### config.mk
export PLATFORM = sky130hd
export DESIGN_NAME = uart_rx
export DESIGN_NICKNAME = d
export VERILOG_FILES = /design/src/rtl/uart_pkg.sv /design/src/rtl/uart_rx_sync.sv /design/src/rtl/uart_rx.sv
export SDC_FILE = /design/constraint.sdc
export NUM_CORES = 1
export LEC_CHECK = 0
export CAP_MARGIN = 10
export CORE_MARGIN = 2
export CORE_UTILIZATION = 60
export CTS_CLUSTER_DIAMETER = 80
export CTS_CLUSTER_SIZE = 14
export DETAILED_ROUTE_END_ITERATION = 7
export GPL_TIMING_DRIVEN = 0
export PLACE_DENSITY = 0.86
export SYNTH_ARGS = -nofsm -noshare
export SYNTH_HDL_FRONTEND = slang
export SYNTH_SLANG_ARGS = --single-unit
### constraint.sdc
create_clock -name i_SysClock -period 3.6 [get_ports i_SysClock]
set_clock_uncertainty 0.05 [all_clocks]
set_input_delay 0.72 -clock i_SysClock [delete_from_list [all_inputs] [get_ports i_SysClock]]
set_output_delay 0.72 -clock i_SysClock [all_outputs]
set_load 0.1 [all_outputs]
### src/rtl/uart_pkg.sv
// Shared 8N1 UART definitions: rounded bit-period calculation, framing levels
// and receiver state encoding.
package uart_pkg;

  localparam int unsigned DATA_BITS  = 8;
  localparam logic        STOP_LEVEL = 1'b1;
  localparam logic        IDLE_LEVEL = 1'b1;

  typedef enum logic [1:0] {
    RX_IDLE  = 2'd0,
    RX_START = 2'd1,
    RX_DATA  = 2'd2,
    RX_STOP  = 2'd3
  } rx_state_e;

  // Clock cycles per bit, rounded to nearest; 64-bit math avoids overflow
  function automatic int unsigned bit_cycles(input int unsigned sys_clock,
                                             input int unsigned baud);
    longint unsigned r;
    r = (64'(sys_clock) * 64'd10 / 64'(baud) + 64'd5) / 64'd10;
    return r[31:0];
  endfunction

endpackage

### src/rtl/uart_rx_sync.sv
// Two-flop synchronizer with previous-value flop, falling-edge detect and the
// sample value used by the receiver. UART_RX_MAJORITY_EN adds a 2-of-3 vote.
module uart_rx_sync
  import uart_pkg::*;
(
  input  logic clk,
  input  logic rst,
  input  logic i_serial,
  output logic o_fall,
  output logic o_sample
);

  logic meta_q, meta_d;
  logic sync_q, sync_d;
  logic prev_q, prev_d;

  always_comb begin
    meta_d = i_serial;
    sync_d = meta_q;
    prev_d = sync_q;
  end

  always_ff @(posedge clk or posedge rst) begin
    if (rst) begin
      meta_q <= IDLE_LEVEL;
      sync_q <= IDLE_LEVEL;
      prev_q <= IDLE_LEVEL;
    end else begin
      meta_q <= meta_d;
      sync_q <= sync_d;
      prev_q <= prev_d;
    end
  end

  assign o_fall = prev_q & ~sync_q;

`ifdef UART_RX_MAJORITY_EN
  logic prev2_q, prev2_d;

  always_comb prev2_d = prev_q;

  always_ff @(posedge clk or posedge rst) begin
    if (rst) prev2_q <= IDLE_LEVEL;
    else     prev2_q <= prev2_d;
  end

  assign o_sample = (sync_q & prev_q) | (sync_q & prev2_q) | (prev_q & prev2_q);
`else
  assign o_sample = sync_q;
`endif

endmodule

### src/rtl/uart_rx.sv
// 8N1 UART receiver, LSB first, oversampled on the system clock.
// Optional UART_RX_MAJORITY_EN selects 2-of-3 voting at every sample point.
module uart_rx
  import uart_pkg::*;
#(
  parameter int unsigned SYS_CLOCK     = 50000000,
  parameter int unsigned UART_BAUDRATE = 115200
) (
  input  logic       i_SysClock,
  input  logic       i_Reset,
  input  logic       i_RxSerial,
  output logic [7:0] o_RxByte,
  output logic       o_RxValid,
  output logic       o_RxFrameErr,
  output logic       o_RxBusy
);

  localparam int unsigned BIT_CYCLES    = bit_cycles(SYS_CLOCK, UART_BAUDRATE);
  localparam int unsigned MAX_CYCLE_CNT = BIT_CYCLES - 1;
  localparam int unsigned HALF_CNT      = MAX_CYCLE_CNT / 2;
  localparam int unsigned CNT_W         = $clog2(MAX_CYCLE_CNT) + 1;
  localparam int unsigned BIT_W         = $clog2(DATA_BITS);

  localparam logic [CNT_W-1:0] CNT_MAX  = CNT_W'(MAX_CYCLE_CNT);
  localparam logic [CNT_W-1:0] CNT_HALF = CNT_W'(HALF_CNT);
  localparam logic [BIT_W-1:0] LAST_BIT = BIT_W'(DATA_BITS - 1);

  logic fall;
  logic sample;

  uart_rx_sync u_sync (
    .clk      (i_SysClock),
    .rst      (i_Reset),
    .i_serial (i_RxSerial),
    .o_fall   (fall),
    .o_sample (sample)
  );

  rx_state_e            state_q, state_d;
  logic [CNT_W-1:0]     cnt_q, cnt_d;
  logic [BIT_W-1:0]     bit_cnt_q, bit_cnt_d;
  logic [DATA_BITS-1:0] shift_q, shift_d;
  logic [7:0]           byte_q, byte_d;
  logic                 valid_q, valid_d;
  logic                 err_q, err_d;

  always_comb begin
    state_d   = state_q;
    cnt_d     = cnt_q;
    bit_cnt_d = bit_cnt_q;
    shift_d   = shift_q;
    byte_d    = byte_q;
    valid_d   = 1'b0;
    err_d     = 1'b0;

    case (state_q)
      RX_IDLE: begin
        cnt_d = '0;
        if (fall) state_d = RX_START;
      end
      RX_START: begin
        if (cnt_q == CNT_HALF) begin
          cnt_d     = '0;
          bit_cnt_d = '0;
          // A high mid-start sample was a glitch: drop back without output
          state_d   = (sample == 1'b0) ? RX_DATA : RX_IDLE;
        end else begin
          cnt_d = cnt_q + 1'b1;
        end
      end
      RX_DATA: begin
        if (cnt_q == CNT_MAX) begin
          cnt_d     = '0;
          shift_d   = {sample, shift_q[DATA_BITS-1:1]};
          bit_cnt_d = bit_cnt_q + 1'b1;
          if (bit_cnt_q == LAST_BIT) state_d = RX_STOP;
        end else begin
          cnt_d = cnt_q + 1'b1;
        end
      end
      RX_STOP: begin
        if (cnt_q == CNT_MAX) begin
          cnt_d   = '0;
          state_d = RX_IDLE;
          if (sample == STOP_LEVEL) begin
            byte_d  = shift_q;
            valid_d = 1'b1;
          end else begin
            err_d = 1'b1;
          end
        end else begin
          cnt_d = cnt_q + 1'b1;
        end
      end
      default: state_d = RX_IDLE;
    endcase
  end

  always_ff @(posedge i_SysClock or posedge i_Reset) begin
    if (i_Reset) begin
      state_q   <= RX_IDLE;
      cnt_q     <= '0;
      bit_cnt_q <= '0;
      shift_q   <= '0;
      byte_q    <= '0;
      valid_q   <= 1'b0;
      err_q     <= 1'b0;
    end else begin
      state_q   <= state_d;
      cnt_q     <= cnt_d;
      bit_cnt_q <= bit_cnt_d;
      shift_q   <= shift_d;
      byte_q    <= byte_d;
      valid_q   <= valid_d;
      err_q     <= err_d;
    end
  end

  assign o_RxByte     = byte_q;
  assign o_RxValid    = valid_q;
  assign o_RxFrameErr = err_q;
  assign o_RxBusy     = (state_q != RX_IDLE);

endmodule

==> results.py, run 1 <==
metrics = {
    "status": {
        "status": "completed",
    },
    "synth": {
        "synth_seq_area_share_pct": 56.66,
        "synth_edf_count": 0,
        "synthesis.area_mm2": 0.001597,
        "synth-xor-area-share_pct": 4.389,
        "synth_top_family_by_area": "simple AND/OR/NAND/NOR gates",
        "synthMuxAreaShare_pct": 12.46,
        "synth-adder-area-share_pct": 3.918,
        "syn_inst": 129,
        "ys_seq_elements": 36,
        "synthArstFlopShare_pct": 100.0,
        "synth_most_common_cell": "dfrtp_1",
        "ys_types": 34,
        "synth-compound-area-share_pct": 5.643,
        "synth_commonest_cells": "dfrtp_1 (33), mux2_2 (14), nor2_1 (11), inv_1 (10), nand2_1 (6)",
        "synth_area_leaders": "dfrtp_1 (52%), mux2_2 (9.9%), dfstp_2 (4.9%)",
        "synth_nets": 137,
        "syn_area_per_cell_um2": 12.38,
        "synth_top_cell_area_share_pct": 51.72,
        "synth_ff_type": "dfrtp_1",
        "yosysTopAreaCell": "dfrtp_1",
        "yosysWarnings": 0,
        "synth_simple_gate_area_share_pct": 13.95,
    },
    "final_layout": {
        "utilization_pct": 74.87,
        "fillers": 160,
        "diodes": 0,
        "seqCellArea_um2": 904.6,
        "drive_above_1_share_pct": 21.85,
        "finalNetCount": 158,
        "multi_input_area_um2": 644.4,
        "area_delta_synth_final_pct": 17.24,
        "stdcell_count": 181,
        "final_area_mm2": 0.001872,
    },
    "critical_path": {
        "worstSetupPathType": "reg2out",
        "cpMaxStageDelayCell": "clkdlybuf4s50_1",
        "critPathArrivalTime_ns": 2.16,
        "cp_max_fo": 8,
        "crit_chain": "buf_2, nor2_1, inv_1, clkdlybuf4s50_1",
        "end_kind": "output pin",
        "cp.required_ns": 2.83,
        "startpoint_type": "flip-flop",
        "slowest_delay_ns": 0.97,
        "ff2ff_setup_slack_ns": 1.49,
    },
    "sta": {
        "period_minus_slack_ns": 2.933,
        "finalMaxSlewViolations": 0,
        "finalHoldViolCount": 0,
        "fmax_mhz": 340.9,
        "worstMarginPinSlew_ns": 0.9660,
        "rsz0062_at_grt": "no",
        "setup_tns_ns": 0,
        "period_share_pct": 81.48,
        "slew_headroom_pct": 35.40,
        "setup_viol": 0,
    },
    "detailed_routing": {
        "drtAntennaViolNets": 0,
        "vias_per_cell": 5.845,
        "wl_um": 2765,
        "vias": 1058,
        "first_pass_iters": 4,
        "drt_iter0_drc": 32,
        "wl_per_cell_um": 15.28,
        "drc_errors": 0,
    },
    "clock_tree": {
        "clockBufferDepth": 2,
        "cts.sinks": 36,
        "postCtsSetupBuffers": 0,
        "clock_latency_ns": 0.33,
        "clk_pin_slew_ns": 0.10,
        "cts_tree": "yes",
        "cts_inserted_buffers": 5,
        "cts_root_buf": "clkbuf_4",
        "cts_resized": 0,
        "h-tree-depth": 2,
        "holdBufCountCts": 0,
    },
    "grt": {
        "antenna_found_initial": 0,
        "grtUsageTotal_pct": 20.70,
        "grt_pass1_vias": 1082,
        "overflow": 0,
        "grt_pass1_wl_um": 4899,
        "grt_max_degree": 21,
    },
    "die": {
        "rows": 18,
        "fp.dieArea_mm2": 0.003090,
        "ios": 14,
        "start_util_pct": 63.86,
        "core_mm2": 0.002500,
        "die_w_um": 55.59,
        "die_height_um": 55.59,
    },
    "placement": {
        "port_buffers": 13,
        "placed_area_mm2": 0.001792,
        "dp_cells": 173,
        "place_hpwl_um": 2002,
        "place.gp.congestion": 0.8255,
    },
    "flow_run": {
        "max_cap_violations": 0,
    },
    "power_and_ir_drop": {
        "peakVddDrop_v": 0.0004490,
        "cellPowerDensity_mw_per_mm2": 474.5,
        "finalPower_mw": 0.8881,
        "p_leak_nw": 0.8866,
    },
    "hold_path": {
        "hold_class": "reg2reg",
    },
}
where the power goes:
group          leakage [nW]  internal, mW  switching [mW]
clock                0.0412         0.145           0.130
combinational         0.362        0.0559          0.0791
sequential            0.483         0.432          0.0460
total                 0.887         0.633           0.256
final cells by class:
| class | count | share of cell area [%] |
|---|---|---|
| buffer | 2 | 0.5348 |
| clock buffer | 5 | 2.005 |
| clock inverter | 3 | 2.273 |
| inverter | 10 | 2.005 |
| multi-input combinational | 81 | 34.43 |
| sequential | 36 | 48.33 |
| tap | 30 | 2.005 |
| timing repair buffer | 14 | 8.422 |
per-stage QoR:
| stage | setup slack, ns | hold slack (ns) |
|---|---|---|
| after floorplan | 1.716 | 0.2952 |
| after global placement | 1.074 | 0.2967 |
| after detailed placement | 1.060 | 0.3038 |
| after CTS | 0.6577 | 0.3194 |
| after global routing | 0.5600 | 0.3278 |
| final | 0.6668 | 0.3244 |
metal layers:
metal | track usage (%) | share of wire (%) | vias to the layer above
met5 | 0 | 0 | -
met4 | 8.711 | 1.3 | 0
met3 | 7.209 | 5.4 | 6
met2 | 32.65 | 49 | 36
met1 | 26.03 | 44 | 520
li1 | - | - | 496
worst max-delay path: cells and delay by family (launching register included):
family	cells	cell delay, ns
buffers and inverters	3	1.20
DFF	1	0.38
and+or+nand+nor	1	0.25
sequential cells by signal (all words and copies together) (netlist names), named ones only:
register         flops
u_sync.prev_q        1
shift_q              8
cnt_q               10
o_RxValid            1
o_RxByte             8
o_RxFrameErr         1
bit_cnt_q            3
u_sync.o_sample      1
state_q              1
u_sync.meta_q        1
logic make-up after synthesis:
kind of cell	count (synthesis)
buffers and inverters	12
flip-flops	36
XOR/XNOR	8
AND/OR/NAND/NOR	38
multiplexers	18
adder cells (fa/ha/maj)	5
AO/OA/AOI/OAI	12
worst paths after layout:
check,start,end,cells after the start
worst min register to register,u_sync.meta_q,u_sync.o_sample,0
worst min-delay path,u_sync.meta_q,u_sync.o_sample,0
worst max register to register,cnt_q[1],o_RxByte[5],6
worst max-delay path,flip-flop,o_RxBusy,4
max in group asynchronous,i_Reset,u_sync.o_sample,3
min in group asynchronous,i_Reset,shift_q[3],2
layout by cell type, fill, tap and decap left out, types with 2 or more instances in the layout:
cell type         n
a21oi_1           2
and3_1            3
buf_2             2
clkbuf_4          5
clkdlybuf4s50_1  13
dfrtp_1          33
dfstp_2           3
ha_1              5
inv_1            10
mux2_2           14
mux2i_1           3
nand2_1           6
nand3_1           4
nand4_1           2
nor2_1           11
nor2b_1           2
nor3_1            3
o22ai_1           2
xnor2_1           5
xor2_1            3
Power figures use the tool's default switching activity.
==> run 2, diff against run 1 <==
CORE_UTILIZATION = 56   (was 60)
PLACE_DENSITY = 0.82   (was 0.86)
clock period = 3.05 ns   (was 3.6 ns; I/O delays follow)
==> run 2 against run 1 <==
Core utilization shrank 6.5 points. Wire length fell by 6.3%. Sequential power up 17%. Combinational power up 18%. Register-to-register slack got worse by 0.52 ns. Largest cell class unchanged.
==> results.py, run 2 (synthesized netlist as in run 1, its figures left out) <==
metrics = {
    "placement": {
        "place_hpwl_um": 1923,
        "port_buffers": 13,
        "place.gp.congestion": 0.8020,
        "dpl_worst_slack_ns": 0.6304,
    },
    "final_layout": {
        "diodes": 0,
        "final_common_cell": "dfrtp_1",
        "regMostFlops": "cnt_q",
        "largest_reg_flops": 10,
        "finalNetCount": 158,
        "area_delta_synth_final_pct": 17.08,
        "layout_common_cells": "dfrtp_1 (33), mux2_2 (14), clkdlybuf4s50_1 (13)",
        "drive_above_1_share_pct": 21.19,
    },
    "power_and_ir_drop": {
        "p_int_mw": 0.7474,
        "p_sw_mw": 0.2935,
        "clock_power_share_pct": 31.0,
        "peakVddDrop_v": 0.0005517,
        "cellPowerDensity_mw_per_mm2": 556.8,
        "power_frac_comb_pct": 15.3,
        "seq_power_share_pct": 53.7,
        "p_leak_nw": 0.8877,
        "switching_share_pct": 28.19,
    },
    "sta": {
        "setup_viol": 0,
        "setup_slack_ns": 0.2514,
        "fmax_mhz": 357.3,
        "setup_tns_ns": 0,
        "finalHoldViolCount": 0,
        "finalMaxSlewViolations": 0,
        "worstMarginPinSlew_ns": 0.9846,
        "period_share_pct": 91.76,
        "rsz0062_at_grt": "no",
        "slew_headroom_pct": 34.16,
        "period_minus_slack_ns": 2.799,
    },
    "grt": {
        "grtUsageTotal_pct": 18.97,
        "overflow": 0,
        "grt_max_degree": 20,
        "grt_pass1_wl_um": 4643,
        "grt_pass1_vias": 1044,
        "antenna_found_initial": 0,
    },
    "critical_path": {
        "slowest_delay_ns": 1.13,
        "end_kind": "output pin",
        "worstSetupPathType": "reg2out",
        "cpMaxStageDelayCell": "clkdlybuf4s50_1",
        "cp_max_fo": 8,
        "timing.rr.start": "cnt_q[1]",
        "r2r_cells": 6,
        "startpoint_type": "flip-flop",
        "cp.required_ns": 2.39,
        "crit_chain": "buf_2, nor2_1, inv_1, clkdlybuf4s50_1",
        "critPathArrivalTime_ns": 2.14,
    },
    "hold_path": {
        "whs_path_depth": 0,
        "min_from": "u_sync.meta_q",
        "hold_class": "reg2reg",
    },
    "clock_tree": {
        "clock_latency_ns": 0.34,
        "h-tree-depth": 2,
        "holdBufCountCts": 0,
        "cts.sinks": 36,
        "postCtsSetupBuffers": 0,
        "cts_root_buf": "clkbuf_4",
        "cts_tree": "yes",
        "clk_pin_slew_ns": 0.10,
        "cts_inserted_buffers": 5,
        "clockBufferDepth": 2,
        "cts_resized": 0,
    },
    "die": {
        "rows": 19,
        "ios": 14,
        "core_mm2": 0.002734,
        "fp.dieArea_mm2": 0.003294,
        "start_util_pct": 58.40,
        "die_height_um": 57.40,
        "die_w_um": 57.40,
    },
    "detailed_routing": {
        "vias_per_cell": 5.599,
        "wl_per_cell_um": 14.24,
        "wl_um": 2592,
        "drtAntennaViolNets": 0,
        "vias": 1019,
        "drc_errors": 0,
        "first_pass_iters": 4,
        "drt_iter0_drc": 19,
    },
    "status": {
        "status": "completed",
    },
    "flow_run": {
        "max_cap_violations": 0,
    },
}
==> run 2: critical path: cells and delay by family (launching register included) <==
family                 cells  cell delay [ns]
buffers and inverters      3             1.36
DFF                        1             0.34
and+or+nand+nor            1             0.09
==> run 2: area by class of cell <==
cell class / instances / area, um2
sequential: 36 / 904.6
fill: 204 / 864.6
multi-input combinational: 81 / 644.4
timing repair buffer: 14 / 157.7
clock buffer: 6 / 41.29
tap: 31 / 38.79
inverter: 10 / 37.54
clock inverter: 2 / 35.03
buffer: 2 / 10.01
==> run 2: routing by layer <==
layer  routed length, um  GRT usage, %
met2                1227         28.57
met1                1216         25.15
met5                   0             0
met3                  97         6.803
met4                  51         7.641
==> run 2: per-stage QoR <==
stage	power, mW	hold WS, ns	cells	util (%)	cell area [um2]
5_1_grt	1.098	0.3216	182	68.38	1869
6_report	1.041	0.3114	182	68.38	1869
2_1_floorplan	0.6799	0.2952	129	-	1597
3_5_place_dp	0.7273	0.2982	174	65.58	1793
4_1_cts	1.054	0.3128	182	68.38	1869
3_3_place_gp	0.7123	0.2968	173	64.58	1765
==> run 2: path summary, 6_finish.rpt <==
check                             endpoint  slack (ns)
hold / removal             u_sync.o_sample        0.31
min in group asynchronous      o_RxByte[2]        0.64
setup reg to reg               o_RxByte[3]        0.97
max in group asynchronous    u_sync.prev_q        1.69
setup / recovery                  o_RxBusy        0.25
hold reg to reg            u_sync.o_sample        0.31
==> run 2: power groups by stage <==
| stage | sequential [mW] | clock, mW | combinational, mW |
|---|---|---|---|
| finish | 0.559 | 0.323 | 0.159 |
| detailed placement | 0.567 | 0 | 0.160 |
| CTS | 0.558 | 0.334 | 0.161 |
| global route | 0.568 | 0.353 | 0.177 |
| global placement | 0.565 | 0 | 0.148 |
| floorplan | 0.557 | 0 | 0.123 |
